--- config.mk ---
export PLATFORM = sky130hd
export DESIGN_NAME = inst_fetch_flat
export DESIGN_NICKNAME = d
export VERILOG_FILES = /design/src/rtl/inst_fetch_if.sv /design/src/rtl/inst_fetch.sv /design/src/flat_wrapper.sv
export SDC_FILE = /design/constraint.sdc
export NUM_CORES = 1
export LEC_CHECK = 0
export ABC_AREA = 1
export CAP_MARGIN = 30
export CORE_UTILIZATION = 35
export DETAILED_ROUTE_END_ITERATION = 10
export GPL_TIMING_DRIVEN = 0
export SLEW_MARGIN = 40
export SYNTH_ARGS = -nofsm -noshare
export SYNTH_HDL_FRONTEND = slang
export SYNTH_SLANG_ARGS = --single-unit
--- constraint.sdc ---
create_clock -name iClk -period 7.8 [get_ports iClk]
set_clock_uncertainty 0.1 [all_clocks]
set_input_delay 1.17 -clock iClk [delete_from_list [all_inputs] [get_ports iClk]]
set_output_delay 1.17 -clock iClk [all_outputs]
set_load 0.02 [all_outputs]
--- src/rtl/inst_fetch_if.sv ---
// Fetch-unit bus bundle: instruction-memory request/response plus the decoder-side
// instruction stream and redirect inputs. The master modport is the fetch unit.
interface inst_fetch_if #(
  parameter int cXLEN = 32
);
  logic             oImemReq;
  logic [cXLEN-1:0] oImemAddr;
  logic             iImemGnt;
  logic             iImemValid;
  logic [cXLEN-1:0] iImemData;
  logic             iStall;
  logic             iFlush;
  logic [cXLEN-1:0] iFlushPc;
  logic [cXLEN-1:0] oInst;
  logic [cXLEN-1:0] oCurPc;
  logic             oValid;

  modport master (
    output oImemReq, oImemAddr, oInst, oCurPc, oValid,
    input  iImemGnt, iImemValid, iImemData, iStall, iFlush, iFlushPc
  );

  modport slave (
    input  oImemReq, oImemAddr, oInst, oCurPc, oValid,
    output iImemGnt, iImemValid, iImemData, iStall, iFlush, iFlushPc
  );
endinterface

--- src/rtl/inst_fetch.sv ---
// Instruction fetch unit: issues sequential word fetches, buffers returned words in a
// small FIFO and streams {instruction, PC} to the decoder; redirects on flush.
module inst_fetch #(
  parameter logic [31:0] cResetPc   = 32'h0000_0000,
  parameter int          cFifoDepth = 2
) (
  input  logic         iClk,
  input  logic         iRst,
  inst_fetch_if.master bus
);
  localparam int               cPtrW   = $clog2(cFifoDepth);
  localparam int               cCntW   = cPtrW + 1;
  localparam logic [cCntW:0]   cDepthV = (cCntW + 1)'(cFifoDepth);
  localparam logic [31:0]      cNop    = 32'h0000_0013;
  localparam logic [31:0]      cBootPc = {cResetPc[31:2], 2'b00};

  typedef enum logic [1:0] {
    eBoot = 2'd0,
    eRun  = 2'd1,
    eDrop = 2'd2
  } state_t;

  state_t            r_state;
  logic [31:0]       r_fpc;
  logic [31:0]       r_inflight_pc;
  logic              r_inflight;
  logic [cPtrW-1:0]  r_wr_ptr;
  logic [cPtrW-1:0]  r_rd_ptr;
  logic [cCntW-1:0]  r_count;
  logic [31:0]       r_inst_mem [cFifoDepth];
  logic [31:0]       r_pc_mem   [cFifoDepth];

  logic              w_nonempty;
  logic              w_pop;
  logic              w_push;
  logic              w_req;
  logic              w_issue;
  logic [cCntW:0]    w_occ;
  logic              w_unused;

  assign w_nonempty = (r_count != {cCntW{1'b0}});
  assign w_pop      = w_nonempty & ~bus.iStall & ~bus.iFlush;
  // Occupancy counts the word already in flight so a full FIFO is never overrun.
  assign w_occ      = {1'b0, r_count} + {{cCntW{1'b0}}, r_inflight} - {{cCntW{1'b0}}, w_pop};
  assign w_req      = (r_state != eBoot) & ~bus.iFlush & (w_occ < cDepthV);
  assign w_issue    = w_req & bus.iImemGnt;
  // A response is kept only if its request is still owned (not killed by flush or reset).
  assign w_push     = bus.iImemValid & r_inflight & ~bus.iFlush;
  assign w_unused   = &{1'b0, bus.iFlushPc[1:0]};

  assign bus.oImemReq  = w_req;
  assign bus.oImemAddr = r_fpc;
  assign bus.oValid    = w_nonempty;
  assign bus.oInst     = w_nonempty ? r_inst_mem[r_rd_ptr] : cNop;
  assign bus.oCurPc    = w_nonempty ? r_pc_mem[r_rd_ptr]   : 32'h0000_0000;

  // Sequencing state: one idle cycle after reset, eDrop marks the cycle after a redirect.
  always_ff @(posedge iClk or negedge iRst) begin
    if (!iRst) begin
      r_state <= eBoot;
    end else begin
      case (r_state)
        eBoot:   r_state <= eRun;
        eRun:    r_state <= bus.iFlush ? eDrop : eRun;
        eDrop:   r_state <= bus.iFlush ? eDrop : eRun;
        default: r_state <= eBoot;
      endcase
    end
  end

  // Fetch PC and the tag of the single outstanding request.
  always_ff @(posedge iClk or negedge iRst) begin
    if (!iRst) begin
      r_fpc         <= cBootPc;
      r_inflight    <= 1'b0;
      r_inflight_pc <= 32'h0000_0000;
    end else if (bus.iFlush) begin
      r_fpc         <= {bus.iFlushPc[31:2], 2'b00};
      r_inflight    <= 1'b0;
      r_inflight_pc <= r_inflight_pc;
    end else begin
      r_inflight    <= w_issue;
      r_inflight_pc <= r_fpc;
      if (w_issue) begin
        r_fpc <= r_fpc + 32'd4;
      end else begin
        r_fpc <= r_fpc;
      end
    end
  end

  // FIFO pointers and occupancy; a flush empties the buffer outright.
  always_ff @(posedge iClk or negedge iRst) begin
    if (!iRst) begin
      r_wr_ptr <= {cPtrW{1'b0}};
      r_rd_ptr <= {cPtrW{1'b0}};
      r_count  <= {cCntW{1'b0}};
    end else if (bus.iFlush) begin
      r_wr_ptr <= {cPtrW{1'b0}};
      r_rd_ptr <= {cPtrW{1'b0}};
      r_count  <= {cCntW{1'b0}};
    end else begin
      r_wr_ptr <= r_wr_ptr + cPtrW'(w_push);
      r_rd_ptr <= r_rd_ptr + cPtrW'(w_pop);
      r_count  <= r_count + cCntW'(w_push) - cCntW'(w_pop);
    end
  end

  // FIFO storage; contents are only observed through a non-zero count.
  always_ff @(posedge iClk) begin
    if (w_push) begin
      r_inst_mem[r_wr_ptr] <= bus.iImemData;
      r_pc_mem[r_wr_ptr]   <= r_inflight_pc;
    end
  end
endmodule

--- src/flat_wrapper.sv ---
// flat-port wrapper written by rule: the top's interface ports become plain ports
module inst_fetch_flat 
#(
  parameter logic [31:0] cResetPc   = 32'h0000_0000,
  parameter int          cFifoDepth = 2
)
  (iClk, iRst, bus_oImemReq, bus_oImemAddr, bus_oInst, bus_oCurPc, bus_oValid, bus_iImemGnt, bus_iImemValid, bus_iImemData, bus_iStall, bus_iFlush, bus_iFlushPc);
  inst_fetch_if bus_i ();
  input  logic iClk;
  input  logic iRst;
  output wire logic [$bits(bus_i.oImemReq)-1:0] bus_oImemReq;
  output wire logic [$bits(bus_i.oImemAddr)-1:0] bus_oImemAddr;
  output wire logic [$bits(bus_i.oInst)-1:0] bus_oInst;
  output wire logic [$bits(bus_i.oCurPc)-1:0] bus_oCurPc;
  output wire logic [$bits(bus_i.oValid)-1:0] bus_oValid;
  input wire logic [$bits(bus_i.iImemGnt)-1:0] bus_iImemGnt;
  input wire logic [$bits(bus_i.iImemValid)-1:0] bus_iImemValid;
  input wire logic [$bits(bus_i.iImemData)-1:0] bus_iImemData;
  input wire logic [$bits(bus_i.iStall)-1:0] bus_iStall;
  input wire logic [$bits(bus_i.iFlush)-1:0] bus_iFlush;
  input wire logic [$bits(bus_i.iFlushPc)-1:0] bus_iFlushPc;
  assign bus_oImemReq = bus_i.oImemReq;
  assign bus_oImemAddr = bus_i.oImemAddr;
  assign bus_oInst = bus_i.oInst;
  assign bus_oCurPc = bus_i.oCurPc;
  assign bus_oValid = bus_i.oValid;
  assign bus_i.iImemGnt = bus_iImemGnt;
  assign bus_i.iImemValid = bus_iImemValid;
  assign bus_i.iImemData = bus_iImemData;
  assign bus_i.iStall = bus_iStall;
  assign bus_i.iFlush = bus_iFlush;
  assign bus_i.iFlushPc = bus_iFlushPc;
  inst_fetch #(.cResetPc(cResetPc), .cFifoDepth(cFifoDepth)) u_core (.iClk(iClk), .iRst(iRst), .bus(bus_i));
endmodule
==> results by group <==
Status
  – Outcome: completed

Yosys
  – Syn. warnings: 0
  – Cell Area, Synth: 0.00851 sq mm
  – Unique cell type count in the Yosys netlist: 40
  – Synth Area in Compound Gates: 5.92%
  – Ys async rst share: 35.1%
  – Post-synthesis cell count: 880
  – Yosys top cell by area: edfxtp_1
  – Post-synth EDFFs: 124
  – Simple-gate share of the synthesized area: 23.7%
  – Post-Synth Adder-Cell Area: 1.41%
  – Post-synthesis sequential area ratio: 63.4%
  – Top-area cell type share of the netlist area: 43.7%
  – Synth Flop Type: edfxtp_1
  – Register bit count reported by yosys: 191
  – Synth Area in XOR/XNOR: 0.309%
  – Ranking of synthesized cells by area: edfxtp_1 (44%), dfrtp_1 (20%), nand2_1 (14%)
  – Post-Syn Area per Cell: 9.67 sq um
  – Post-synthesis mux area share: 0.235%
  – Main combinational cell family by area after synthesis: simple AND/OR/NAND/NOR gates

Clock network
  – Clock Latency Late Sink: 430 ps
  – Max clock buf depth: 2
  – Cts repair resizes: 0
  – Post-CTS Hold Buffers: 0
  – CTS tree: built
  – # H-tree levels: 4
  – Clk sinks: 191
  – Root Driver: clkbuf_16
  – CTS Buf Count: 17
  – Setup Fix Bufs, Post-CTS: 0
  – CTS clock-pin slew for the worst setup and hold paths: 80 ps

Detailed routing
  – Drt pass-1 iters: 5
  – Routed Antenna Nets: 0
  – Met2 wire length: 10500 microns
  – Via count: 6615
  – Max Used Layer: met4
  – DR WL/cell: 16.1 microns
  – Routed wl met3: 1420 microns
  – Vias per cell: 4.73
  – DRC Markers: 0
  – Routed Wire Length: 22500 microns
  – WL met1: 10500 microns
  – Iter 0 DRT Violations: 468

Global route
  – Number of global-route vias before repair: 6286
  – Largest net degree at the start of global routing: 46
  – Initial antenna violation count: 0
  – GRT Overall Usage: 18.9%
  – First-pass GRT wire length: 34800 microns
  – Total congestion overflow: 0

Timing
  – Final Hold Vio Count: 0
  – Fmax: 173 MHz
  – Worst-Margin Slew: 661 ps
  – Final Cycle Share: 74.0%
  – Setup violations, final: 0
  – Worst relative slew slack: 55.8%
  – Max-slew violations: 0
  – Setup_tns: 0 ps
  – RSZ-0062 raised after global routing: false
  – Fin crit period: 5770 ps

Place
  – Gpl congestion: 0.890
  – Input/output buffers: 161
  – DP Wirelength: 16200 microns
  – Dpl cell area: 0.0107 sq mm

Critical path
  – Max FO, Critical Path: 10
  – Req. time, crit path: 6530 ps
  – Crit path DAT: 4500 ps
  – CP Class: primary input to output port
  – Crit path capture type: output port
  – Crit start category: primary input
  – Crit path launch: bus_iFlush
  – Worst flop-to-flop path startpoint: u_core.r_count[1]

Cells and area
  – Antenna fix cells: 0
  – Layout cell share with drive strength beyond 1: 7.49%
  – Area delta synth->final: 32.2%
  – Final instance area: 0.0113 sq mm
  – FILL cells: 2276
  – Final net count: 1147

Pwr
  – Worst ir drop on vdd: 118 uV
  – PwrDens: 235 mW/mm^2
  – Total power draw: 2640 uW
  – Clock Power Share: 32.4%
  – NetSw: 808 uW
  – Static leakage: 0.00450 uW
  – Sw Share: 30.6%
  – Seq pwr share: 47.2%
  – Comb pwr share: 20.4%
  – Int Power: 1830 uW

Die
  – Die span in y: 158 microns
  – Row cnt: 56
  – Core area: 0.0237 sq mm
  – Die area: 0.0250 sq mm
  – Initial Util: 35.9%
  – IO Count: 168
  – Die W: 158 microns

Job
  – Maxcap violations: 0

Worst hold path
  – Hold path startpoint: u_core.r_inflight_pc[5]
  – Class of the worst hold path: flop to flop
cell type report:
cell class / count / area [sq um] / share of cell area (%)
Clock buffer: 18 / 450 / 4.00
Buffer: 40 / 188 / 1.67
Tap cell: 319 / 399 / 3.55
Multi-Input combinational cell: 589 / 2730 / 24.2
Timing Repair Buffer: 166 / 1720 / 15.3
Sequential cell: 191 / 5400 / 48.0
Clock inverter: 14 / 131 / 1.17
Inverter: 63 / 236 / 2.10
synthesized netlist by cell type (2+ instances only):
cell      number
a21oi_1       64
buf_1          9
buf_2          9
buf_4          7
clkbuf_1      15
dfrtp_1       67
edfxtp_1     124
ha_1           8
inv_1         59
inv_2          3
mux2i_1        2
nand2_1      307
nand2_2        3
nand2_4        2
nand3_1       47
nand3_2        2
nand3_4        2
nand4_1        7
nor2_1        92
nor2_2         4
nor2_4         6
o211ai_1       7
o21ai_0       15
o21bai_1       2
xnor2_1        2
worst max-delay path: stages:
cell             delay [ps]
clkdlybuf4s50_1         560
buf_2                   290
nor3_1                  450
ha_1                    310
or2_2                   310
fa_1                    390
inv_1                    70
nand2_1                  40
nand2_1                 110
inv_1                    60
nor2_1                  120
clkdlybuf4s50_1         620
path summary, 6_finish.rpt:
| kind | endpoint | slack [ps] | cells after the start |
|---|---|---|---|
| worst min-delay path | u_core.r_pc_mem[1][5] | 370 | 0 |
| max in group asynchronous | u_core.r_state[0] | 6600 | 2 |
| min in group asynchronous | u_core.bus.oImemAddr[22] | 490 | 1 |
| worst max-delay path | bus_oImemReq | 2030 | 12 |
| worst max register to register | u_core.bus.oImemAddr[21] | 4230 | 13 |
| worst min register to register | u_core.r_pc_mem[1][5] | 370 | 0 |
metrics by stage:
stage / instances / worst slack (ps) / hold WS (ps) / util [%]
floorplan: 883 / 3390 / 342 / -
detailed placement: 1368 / 2000 / 357 / 45.0
finish: 1400 / 2030 / 373 / 47.5
CTS: 1400 / 1990 / 373 / 47.5
global placement: 1363 / 2030 / 352 / 44.5
global route: 1400 / 1850 / 392 / 47.5
placed cells by master, fill, tap and decap left out, drive strengths merged, types with 2 or more instances in the layout:
master         synthesis  routed
nor2                 103     103
buf                   25      31
edfxtp               124     124
xnor2                  2       2
conb                   1       4
o21ai                 16      16
dfrtp                 67      67
nor3                   2       2
nand4                  7       7
ha                     8       8
clkdlybuf4s50          0     160
inv                   62      74
clkinv                 1       3
o211ai                 7       7
o21bai                 2       2
mux2i                  2       2
nand2                312     312
nand3                 51      51
a21oi                 64      64
clkbuf                15      33
kinds of logic (layout without fill, tap and decap cells):
family	Yosys count	after routing
compound gates	94	94
fa+ha+maj	9	9
simple gates	477	477
flops	191	191
mux	2	2
xor+xnor	3	3
other cells	1	4
buf+inv	103	301
per-layer routing:
metal / global-route usage (%) / vias up
met2: 30.6 / 220
met5: 0 / -
met1: 26.1 / 3130
met4: 4.17 / 0
li1: - / 3259
met3: 3.78 / 6
power by group through the flow:
stage	Clock, uW	Combinational [uW]	Sequential (uW)
final	855	537	1250
after global routing	917	594	1260
after CTS	874	545	1250
after detailed placement	0	542	1270
after global placement	0	530	1270
after floorplan	0	264	1270
flip-flops by register name (all words and copies together), names as in the netlist:
signal / cells
u_core.bus.oImemAddr: 30
u_core.r_count: 2
u_core.r_inflight: 1
u_core.r_inflight_pc: 30
u_core.r_inst_mem: 64
u_core.r_pc_mem: 60
u_core.r_rd_ptr: 1
u_core.r_state: 2
u_core.r_wr_ptr: 1
No activity file was read; power rests on OpenSTA's default activity.
